## config.mk

```make
export PLATFORM = sky130hd
export DESIGN_NAME = ps2_kbd_port
export DESIGN_NICKNAME = d
export VERILOG_FILES = /design/src/rtl/ps2_kbd_port_pkg.sv /design/src/rtl/ps2_kbd_port_frame_rx.sv /design/src/rtl/ps2_kbd_port.sv
export SDC_FILE = /design/constraint.sdc
export NUM_CORES = 1
export LEC_CHECK = 0
export BUFFER_PORTS_ARGS = -buffer_cell sky130_fd_sc_hd__buf_2
export CORE_ASPECT_RATIO = 0.5
export CORE_UTILIZATION = 28
export DETAILED_ROUTE_END_ITERATION = 8
export PLACE_DENSITY = 0.49
export SLEW_MARGIN = 20
export SYNTH_ARGS = -nofsm -noshare
export SYNTH_HDL_FRONTEND = slang
export SYNTH_SLANG_ARGS = --single-unit
```

## constraint.sdc

```tcl
create_clock -name clk -period 3.8 [get_ports clk]
set_clock_uncertainty 0.1 [all_clocks]
set_input_delay 0.38 -clock clk [delete_from_list [all_inputs] [get_ports clk]]
set_output_delay 0.38 -clock clk [all_outputs]
set_load 0.05 [all_outputs]
```

## src/rtl/ps2_kbd_port_pkg.sv

```systemverilog
// Shared definitions for the PS/2 keyboard port: receiver state encodings,
// status word bit positions and the default frame timeout.
package ps2_kbd_port_pkg;

  localparam logic [1:0] ST_IDLE   = 2'd0;
  localparam logic [1:0] ST_DATA   = 2'd1;
  localparam logic [1:0] ST_PARITY = 2'd2;
  localparam logic [1:0] ST_STOP   = 2'd3;

  localparam int RDY_BIT  = 31;
  localparam int OVF_BIT  = 30;
  localparam int FERR_BIT = 29;
  localparam int CNT_LSB  = 24;

  // 2 ms at 100 MHz
  localparam int TIMEOUT_DEFAULT = 200000;

  function automatic logic odd_parity_ok(input logic [7:0] data, input logic parity);
    return ^{data, parity};
  endfunction

endpackage

```

## src/rtl/ps2_kbd_port_frame_rx.sv

```systemverilog
// PS/2 frame receiver: pad synchronisers, ps2_clk filter, bit FSM and frame timeout.
// Optional odd-parity rejection when PS2_PARITY_CHECK_EN is defined.
//
// state     | meaning
// ST_IDLE   | waiting for a falling edge with data low (start bit)
// ST_DATA   | shifting in 8 data bits, LSB first
// ST_PARITY | sampling the parity bit
// ST_STOP   | sampling the stop bit, then reporting byte or error
module ps2_frame_rx
  import ps2_kbd_port_pkg::*;
#(
  parameter int FILT_LEN = 8,
  parameter int TIMEOUT  = TIMEOUT_DEFAULT
) (
  input  logic       clk,
  input  logic       rst_n,
  input  logic       ps2_clk,
  input  logic       ps2_data,
  output logic [7:0] rx_byte,
  output logic       rx_valid,
  output logic       rx_err
);

  localparam int FW = $clog2(FILT_LEN + 1);
  localparam int TW = $clog2(TIMEOUT + 1);

  logic [1:0]    clk_sync, data_sync;
  logic [FW-1:0] filt_cnt;
  logic          filt_clk, filt_clk_d;
  logic          fall, any_edge, data_s;
  logic [TW-1:0] to_cnt;
  logic          timed_out;
  logic [1:0]    state;
  logic [2:0]    bit_cnt;
  logic [7:0]    shift_q;
  logic          parity_ok;

  always_ff @(posedge clk or negedge rst_n) begin
    if (!rst_n) begin
      clk_sync  <= 2'b11;
      data_sync <= 2'b11;
    end else begin
      clk_sync  <= {clk_sync[0], ps2_clk};
      data_sync <= {data_sync[0], ps2_data};
    end
  end

  assign data_s = data_sync[1];

  // Filtered clock only follows the pad after FILT_LEN consecutive differing samples.
  always_ff @(posedge clk or negedge rst_n) begin
    if (!rst_n) begin
      filt_cnt   <= '0;
      filt_clk   <= 1'b1;
      filt_clk_d <= 1'b1;
    end else begin
      filt_clk_d <= filt_clk;
      if (clk_sync[1] == filt_clk) begin
        filt_cnt <= '0;
      end else if (filt_cnt == FW'(FILT_LEN - 1)) begin
        filt_clk <= clk_sync[1];
        filt_cnt <= '0;
      end else begin
        filt_cnt <= filt_cnt + 1'b1;
      end
    end
  end

  assign fall     = filt_clk_d & ~filt_clk;
  assign any_edge = filt_clk_d ^ filt_clk;

  always_ff @(posedge clk or negedge rst_n) begin
    if (!rst_n) begin
      to_cnt <= TW'(TIMEOUT - 1);
    end else if (any_edge || state == ST_IDLE) begin
      to_cnt <= TW'(TIMEOUT - 1);
    end else if (to_cnt != '0) begin
      to_cnt <= to_cnt - 1'b1;
    end
  end

  assign timed_out = (to_cnt == '0) && (state != ST_IDLE) && !any_edge;

`ifdef PS2_PARITY_CHECK_EN
  logic parity_q;
  assign parity_ok = odd_parity_ok(shift_q, parity_q);
`else
  assign parity_ok = 1'b1;
`endif

  always_ff @(posedge clk or negedge rst_n) begin
    if (!rst_n) begin
      state    <= ST_IDLE;
      bit_cnt  <= '0;
      shift_q  <= '0;
      rx_valid <= 1'b0;
      rx_err   <= 1'b0;
`ifdef PS2_PARITY_CHECK_EN
      parity_q <= 1'b0;
`endif
    end else begin
      rx_valid <= 1'b0;
      rx_err   <= 1'b0;
      if (timed_out) begin
        state <= ST_IDLE;
      end else if (fall) begin
        case (state)
          ST_IDLE: begin
            if (!data_s) begin
              state   <= ST_DATA;
              bit_cnt <= '0;
            end
          end
          ST_DATA: begin
            shift_q <= {data_s, shift_q[7:1]};
            bit_cnt <= bit_cnt + 1'b1;
            if (bit_cnt == 3'd7) state <= ST_PARITY;
          end
          ST_PARITY: begin
`ifdef PS2_PARITY_CHECK_EN
            parity_q <= data_s;
`endif
            state <= ST_STOP;
          end
          default: begin
            state <= ST_IDLE;
            if (!data_s || !parity_ok) rx_err   <= 1'b1;
            else                       rx_valid <= 1'b1;
          end
        endcase
      end
    end
  end

  assign rx_byte = shift_q;

endmodule

```

## src/rtl/ps2_kbd_port.sv

```systemverilog
// PS/2 keyboard port: frame receiver feeding a scan-code FIFO, exposed as one
// polled 32-bit status/data word with a pop-on-read strobe and a level irq.
module ps2_kbd_port
  import ps2_kbd_port_pkg::*;
#(
  parameter int FIFO_AW  = 3,
  parameter int FILT_LEN = 8,
  parameter int TIMEOUT  = TIMEOUT_DEFAULT
) (
  input  logic        clk,
  input  logic        RSTN,
  input  logic        ps2_clk,
  input  logic        ps2_data,
  input  logic        rd_en,
  input  logic        clr,
  output logic [31:0] data_out,
  output logic        irq
);

  localparam int DEPTH = 1 << FIFO_AW;

  logic [7:0]       rx_byte;
  logic             rx_valid, rx_err;
  logic [7:0]       mem [DEPTH];
  logic [FIFO_AW:0] wr_ptr, rd_ptr, count;
  logic             empty, full, push_ok, pop_ok;
  logic             ovf_q, ferr_q;
  logic [31:0]      status_word;

  ps2_frame_rx #(
    .FILT_LEN (FILT_LEN),
    .TIMEOUT  (TIMEOUT)
  ) u_rx (
    .clk      (clk),
    .rst_n    (RSTN),
    .ps2_clk  (ps2_clk),
    .ps2_data (ps2_data),
    .rx_byte  (rx_byte),
    .rx_valid (rx_valid),
    .rx_err   (rx_err)
  );

  // Extra pointer MSB distinguishes full from empty when the indices match.
  assign count   = wr_ptr - rd_ptr;
  assign empty   = (wr_ptr == rd_ptr);
  assign full    = (wr_ptr == {~rd_ptr[FIFO_AW], rd_ptr[FIFO_AW-1:0]});
  assign push_ok = rx_valid & ~clr & ~full;
  assign pop_ok  = rd_en & ~clr & ~empty;

  always_ff @(posedge clk) begin
    if (push_ok) mem[wr_ptr[FIFO_AW-1:0]] <= rx_byte;
  end

  always_ff @(posedge clk or negedge RSTN) begin
    if (!RSTN) begin
      wr_ptr <= '0;
      rd_ptr <= '0;
      ovf_q  <= 1'b0;
      ferr_q <= 1'b0;
    end else if (clr) begin
      wr_ptr <= '0;
      rd_ptr <= '0;
      ovf_q  <= 1'b0;
      ferr_q <= 1'b0;
    end else begin
      if (push_ok) wr_ptr <= wr_ptr + 1'b1;
      if (pop_ok)  rd_ptr <= rd_ptr + 1'b1;
      if (rx_valid && full) ovf_q <= 1'b1;
      if (rx_err) ferr_q <= 1'b1;
    end
  end

  always_comb begin
    status_word                 = '0;
    status_word[RDY_BIT]        = ~empty;
    status_word[OVF_BIT]        = ovf_q;
    status_word[FERR_BIT]       = ferr_q;
    status_word[CNT_LSB +: 4]   = 4'(count);
    status_word[7:0]            = empty ? 8'h00 : mem[rd_ptr[FIFO_AW-1:0]];
  end

  always_ff @(posedge clk or negedge RSTN) begin
    if (!RSTN) begin
      data_out <= '0;
      irq      <= 1'b0;
    end else begin
      data_out <= status_word;
      irq      <= ~empty;
    end
  end

endmodule

```

---- After elaboration in Yosys (flattened, before gate mapping) ----
Memory sizes are Yosys's and may differ from the RTL's.
Index checks and enable logic that the tools add are counted.
word-level totals
  register bits after elaboration ......... 69
  latch bits .............................. 0
  word-level logic and storage cells ...... 98
  RAM bits ................................ 64
  memory bits (read-only) ................. 0
  memories kept ........................... 1
  output and inout bits ................... 33
  bits of input ports ..................... 6
memories
  name  words  bits a word  rd ports  clocked after memory_dff  write ports  RTL line            text
  mem   8      8            1         0                         1            ps2_kbd_port.sv:24  logic [7:0] mem [DEPTH];
cells by class
  mux-type cells .......................... 30
  order comparisons ....................... 0
  divide/modulo/power cells ............... 0
  bitwise operators ....................... 13
  reduce and logical (&&, ||, !) cells .... 21
  shift operators ......................... 0
  $add $sub $neg .......................... 6
  eq/ne operators ......................... 10
  multipliers ............................. 0
operators with widths
  kind                   count
  $mux 18                2
  $mux 4                 6
  $logic_not 18->1       1
  $reduce_bool 18->1     1
  $sub 18x1->18 const B  1
  $reduce_bool 2->1      8
  $mux 1                 14
  $add 4x1->4 const B    3
  $eq 4x4->1             2
  $mux 2                 4
  $mux 8                 1
  $not 1->1              7
  $pmux 2 s3             1
  $pmux 3 s2             1
  $reduce_and 3->1       2
  $and 1x1->1            5
  $eq 4x3->1 const B     1
  $reduce_and 4->1       1
  $sub 4x4->4            1
  $add 3x1->3 const B    1
  $eq 3x3->1 const B     1
  $logic_and 1x1->1      3
  $mux 3                 1
  $ne 3x1->1 const B     1
  other kinds (11)       11

---- Longest topological paths before layout ----
  depth after elaboration ................. 6
  depth in mapped cells ................... 8
  mapped depth without buffers ............ 6

---- By module ----
A second synthesis with hierarchy kept.
unflattened totals
  cell total of the unflattened synthesis .. 390
  area total of the unflattened synthesis .. 5764.3 µm²
modules (own cells, without submodules)
  module        area each (µm²)  cells each  instances  sequential area each (µm²)
  ps2_kbd_port  3679.8           206         1          2547.4
  ps2_frame_rx  2084.5           184         1          1097.3

---- Worst setup path before layout ----
No wires, ideal clock.
  path type ............................... flip-flop to flip-flop
  from .................................... reg rd_ptr[1]
  to ...................................... mem mem[2][0], enable pin
  period minus slack after synthesis ...... 3.279 ns
  library setup time ...................... 0.383 ns
  buffers on the path ..................... 2
  cell stages (with the launch flop) ...... 9
  setup slack ............................. 0.521 ns
  data required time ...................... 3.317 ns
  data arrival time ....................... 2.795 ns
  path through ............................ dfrtp_1 clkbuf_1 clkbuf_1 inv_1 ha_1 nand3_1 o21ai_0 or3_1 nor3_1
on the way
  cells in the longest elaborated chain, start to end .. 5
ends and longest elaborated chain
  what                          RTL line            text
  from (decl)                   ps2_kbd_port.sv:25  logic [FIFO_AW:0] wr_ptr, rd_ptr, count;
  from (signal assigned)        ps2_kbd_port.sv:67  if (pop_ok) rd_ptr <= rd_ptr + 1'b1;
  $eq 4x4->1                    ps2_kbd_port.sv:46  assign full = (wr_ptr == {~rd_ptr[FIFO_AW], rd_ptr[FIFO_AW-1:0]});
  $not 1->1                     ps2_kbd_port.sv:47  assign push_ok = rx_valid & ~clr & ~full;
  $and 1x1->1                   ps2_kbd_port.sv:47
  $mux 1                        ps2_kbd_port.sv:51  if (push_ok) mem[wr_ptr[FIFO_AW-1:0]] <= rx_byte;
  $mux 1 (implied by the code)  ps2_kbd_port.sv:51
  to (decl)                     ps2_kbd_port.sv:24
No other way between the ends.

---- Worst setup path after layout ----
  from .................................... reg u_rx.state[0]
  to ...................................... reg u_rx.shift_q[4] (netlist: u_rx.rx_byte[4])
on the way
  cells in the longest elaborated chain, start to end .. 5
  elaborated cells on any way between the ends .. 6
  those cells by class .................... eq/ne: 1; bitwise: 1; reduce/logical: 4
ends and longest elaborated chain
  what                            RTL line                      text
  from (decl)                     ps2_kbd_port_frame_rx.sv:33   logic [1:0] state;
  from (signal assigned)          ps2_kbd_port_frame_rx.sv:93   state <= ST_IDLE;
  from (signal assigned)          ps2_kbd_port_frame_rx.sv:105  state <= ST_IDLE;
  from (signal assigned)          ps2_kbd_port_frame_rx.sv:110  state <= ST_DATA;
  $reduce_bool 2->1               ps2_kbd_port_frame_rx.sv:82   assign timed_out = (to_cnt == '0) && (state != ST_IDLE) && !any_edge;
  $logic_and 1x1->1 (2 in a row)  ps2_kbd_port_frame_rx.sv:82
  $not 1->1 (no line)             -
  $reduce_and 3->1 (no line) *    -
  to (signal assigned)            ps2_kbd_port_frame_rx.sv:115  shift_q <= {data_s, shift_q[7:1]};
  to (decl)                       ps2_kbd_port_frame_rx.sv:35   logic [7:0] shift_q;
Every way passes the cells marked *; elsewhere a longest branch is shown, timed or not.
A chain may end at the register's enable or synchronous reset.

==> impl_metrics.py <==
metrics = {
    "final_layout": {
        "final-instance-count-excl-fill": 740,
        "drive_gt1_frac": 0.217,
        "layout.core_utilization": 0.341,
        "total_inserted_antenna_cells": 0,
        "area_growth_syn_to_layout_pct": 17.8,
        "finish.net_count": 483,
        "fill_cell_count": 1939,
    },
    "timing": {
        "slew_viol_final": 0,
        "tightest_slew_ns": 1.06,
        "timing.final.crit_share": 0.737,
        "fin_setup_tns_ns": 0,
        "fin_crit_period_ns": 2.80,
        "timing.fmax_mhz": 357,
        "report.final.setup_viol": 0,
        "hold_viol": 0,
        "postLayoutSetupSlackWorst_ns": 0.999,
        "rsz0062_at_grt": "no",
        "slew_headroom": 0.293,
    },
    "place": {
        "placedCellCount": 706,
        "dp.final_hpwl_mm": 7.15,
        "placer_s_final_routability_congestion_estimate": 0.732,
        "post-place-ws_ns": 0.980,
        "port_buffers": 21,
    },
    "drt": {
        "drc": 0,
        "wl_per_cell_um": 14.8,
        "route.detailed.vias_per_inst": 4.48,
        "drt.antenna.violating_nets": 0,
        "vias": 3316,
        "overall_routed_net_length_mm": 11.0,
        "detailedRoute.firstPassIterationCount": 4,
        "drt_iter0_markers": 261,
    },
    "global_route": {
        "initial_antenna_violation_count": 0,
        "grt_first_pass_wirelength_mm": 18.2,
        "grt_use_total": 0.116,
        "grt_pass1_vias": 3345,
        "grt_start_max_net_pins": 69,
        "global_route.overflow_total": 0,
    },
    "die": {
        "fp.coreArea_sq_um": 19700,
        "die_height_um": 103,
        "die_x_um": 204,
        "dieArea_sq_um": 21000,
        "rows": 36,
        "io-pin-count": 39,
        "floorplan.initialDensity": 0.290,
    },
    "synthesis": {
        "yosys_register_bits": 132,
        "synthDominantAreaCellType": "sky130_fd_sc_hd__edfxtp_1",
        "post_synth_design_cell_area_sq_um": 5720,
        "syn_inst": 423,
        "share_of_the_yosys_chip_area_belonging_to_registers": 0.637,
        "most_instantiated_flip_flop_cell_in_the_synthesis_netlist": "sky130_fd_sc_hd__edfxtp_1",
        "portion_of_synthesized_cell_area_occupied_by_the_leading_cell_type": 0.336,
        "synth_enable_flop_cells": 64,
        "async_reset_ff_frac": 0.515,
        "synthTopCellsByArea": "sky130_fd_sc_hd__edfxtp_1, sky130_fd_sc_hd__dfrtp_1, sky130_fd_sc_hd__dfstp_2",
        "yosysWarningCount": 0,
        "post_synth.cell_area_avg_sq_um": 13.5,
        "synth_cell_types": 52,
    },
    "status": {
        "result_of_the_run": "completed",
    },
    "clock_tree": {
        "cts_resized": 0,
        "post-cts-setup-buffer-count": 0,
        "numClockSinks": 132,
        "clock_tree.root_cell": "sky130_fd_sc_hd__clkbuf_16",
        "htree_num_levels": 4,
        "cts_tree": "done",
        "clk_pin_slew_ns": 0.06,
        "cts-root-to-sink-buffers": 2,
        "numCtsBuffers": 17,
        "clock_insertion_delay_worst_skew_ns": 0.41,
    },
    "worst_setup_path": {
        "cpMaxStageDelayCell": "sky130_fd_sc_hd__a31oi_1",
        "worst_setup_path_end_kind": "flip-flop",
        "worst-path-buf-inv": 1,
        "cp_arrival_ns": 2.99,
        "slowest_delay_ns": 0.67,
        "crit_chain": "inv_1 > ha_1 > nand2b_1 > nor2_1 > a31oi_1 > mux2_2",
        "cp.required_ns": 3.99,
        "critical_path.startpoint_type": "flip-flop",
        "crit_type": "flip-flop to flip-flop",
        "worstPathMaxFanout": 15,
        "cpLargestDelayFamily": "simple AND/OR/NAND/NOR gates",
    },
    "pwr": {
        "leakagePower_nw": 2.68,
        "p_per_area_nw_per_um2": 545,
        "vdd_ir_drop_max_mv": 0.350,
    },
    "hold_path": {
        "min_path_type": "input port to async pin",
    },
    "job": {
        "timing.max_cap.violations": 0,
    },
}
==> path summary, 6_finish.rpt <==
check,start,to,slack (ns),cells past startpoint
max,u_rx.state[0],u_rx.rx_byte[4],1.0,6
min,RSTN,u_rx.filt_cnt[3],0.001,1
max reg2reg,u_rx.state[0],u_rx.rx_byte[4],1.0,6
min reg2reg,u_rx.data_sync[0],u_rx.data_sync[1],0.25,0
max in group asynchronous,RSTN,u_rx.rx_byte[7],3.02,1
min in group clk,clr,wr_ptr[2],0.21,2
==> layer usage <==
metal	vias to the layer above	global-route usage	wire, um
li1	1607	-	-
met2	56	0.186	5110
met3	9	0.0316	341
met5	-	0	0
met1	1644	0.151	5410
met4	0	0.0431	97
==> worst reg2reg max path, delay by kind of cell, from the launching register on <==
kind / cells / cell delay (ns)
AOI/OAI and AO/OA: 1 / 0.67
adders and majority gates: 1 / 0.31
muxes: 1 / 0.41
and+or+nand+nor: 2 / 0.69
DFF: 1 / 0.41
buffers and inverters: 1 / 0.10
==> layout by cell type, fill, tap and decap left out, types with 3 or more instances in the layout <==
cell / instances
sky130_fd_sc_hd__nand2_1: 33
sky130_fd_sc_hd__nor4_1: 5
sky130_fd_sc_hd__mux2i_1: 7
sky130_fd_sc_hd__edfxtp_1: 64
sky130_fd_sc_hd__ha_1: 15
sky130_fd_sc_hd__inv_1: 15
sky130_fd_sc_hd__clkbuf_16: 17
sky130_fd_sc_hd__xnor2_1: 7
sky130_fd_sc_hd__a21oi_1: 22
sky130_fd_sc_hd__and3_1: 4
sky130_fd_sc_hd__clkinv_4: 4
sky130_fd_sc_hd__bufinv_16: 3
sky130_fd_sc_hd__buf_2: 20
sky130_fd_sc_hd__buf_4: 11
sky130_fd_sc_hd__inv_6: 3
sky130_fd_sc_hd__or3_1: 5
sky130_fd_sc_hd__dfrtp_1: 51
sky130_fd_sc_hd__xor2_1: 5
sky130_fd_sc_hd__mux2_2: 8
sky130_fd_sc_hd__nand3_1: 10
sky130_fd_sc_hd__o211ai_1: 8
sky130_fd_sc_hd__dfstp_2: 17
sky130_fd_sc_hd__nor3_1: 14
sky130_fd_sc_hd__nand2b_1: 6
sky130_fd_sc_hd__o21ai_0: 9
sky130_fd_sc_hd__or4_1: 6
sky130_fd_sc_hd__nor2_1: 33
sky130_fd_sc_hd__mux4_2: 16
sky130_fd_sc_hd__o31ai_1: 4
sky130_fd_sc_hd__conb_1: 17
==> state kept, by name, indices dropped and copies added (netlist names) <==
register and cells:
mem 64, u_rx.to_cnt 18, data_out 15, u_rx.rx_byte 8
rd_ptr 4, u_rx.filt_cnt 4, wr_ptr 4, u_rx.bit_cnt 3
u_rx.clk_sync 2, u_rx.data_sync 2, u_rx.state 2, ferr_q 1
ovf_q 1, u_rx.filt_clk 1, u_rx.filt_clk_d 1, u_rx.rx_err 1
u_rx.rx_valid 1
==> area by class of cell <==
cell class	count	area, sq um	area share
clock buffer	18	429	0.0637
clock inverter	14	175	0.0260
inverter	16	60.1	0.00892
multi-input combinational	261	1890	0.281
sequential	132	3640	0.541
tap	266	333	0.0494
timing repair buffer	33	203	0.0301
==> repair_timing <==
item                                   CTS  global route
setup endpoints to repair                0             0
hold buffers                             2             0
endpoints found under the hold margin    2             0
==> power breakdown <==
group          switching, W  internal [W]  total, W
Clock              0.000629       0.00104   0.00167
Combinational      0.000259      0.000110  0.000369
Sequential        0.0000588       0.00158   0.00163
Total              0.000947       0.00272   0.00367
==> kinds of logic after synthesis <==
kind of cell / share of synthesized area
flops: 0.637
simple gates: 0.110
compound gates: 0.0643
buf+inv: 0.0426
mux: 0.0910
fa+ha+maj: 0.0363
xor+xnor: 0.0184
other cells: 0.000656
==> through the flow <==
step	total power [W]	cell area, sq um	hold slack (ns)
4_1_cts	0.00372	6740	0.0420
5_1_grt	0.00383	6740	0.0792
3_5_place_dp	0.00203	6110	0.247
6_report	0.00367	6740	0.00119
3_3_place_gp	0.00203	6110	0.248
2_1_floorplan	0.00194	5780	-0.0156
==> synthesized netlist by cell type (all sizes together), types with 5 or more instances <==
master and count:
dfrtp 51, dfstp 17, xnor2 7, nand2 33, ha 15, or4 6
mux4 16, nand2b 6, xor2 5, nor2 33, o211ai 8, inv 16
buf 21, nor4 5, edfxtp 64, nand3 10, nor3 14, a21oi 22
mux2i 7, mux2 8, clkbuf 9, o21ai 9, or3 5
Note: power is estimated with default switching activity, not from simulation.
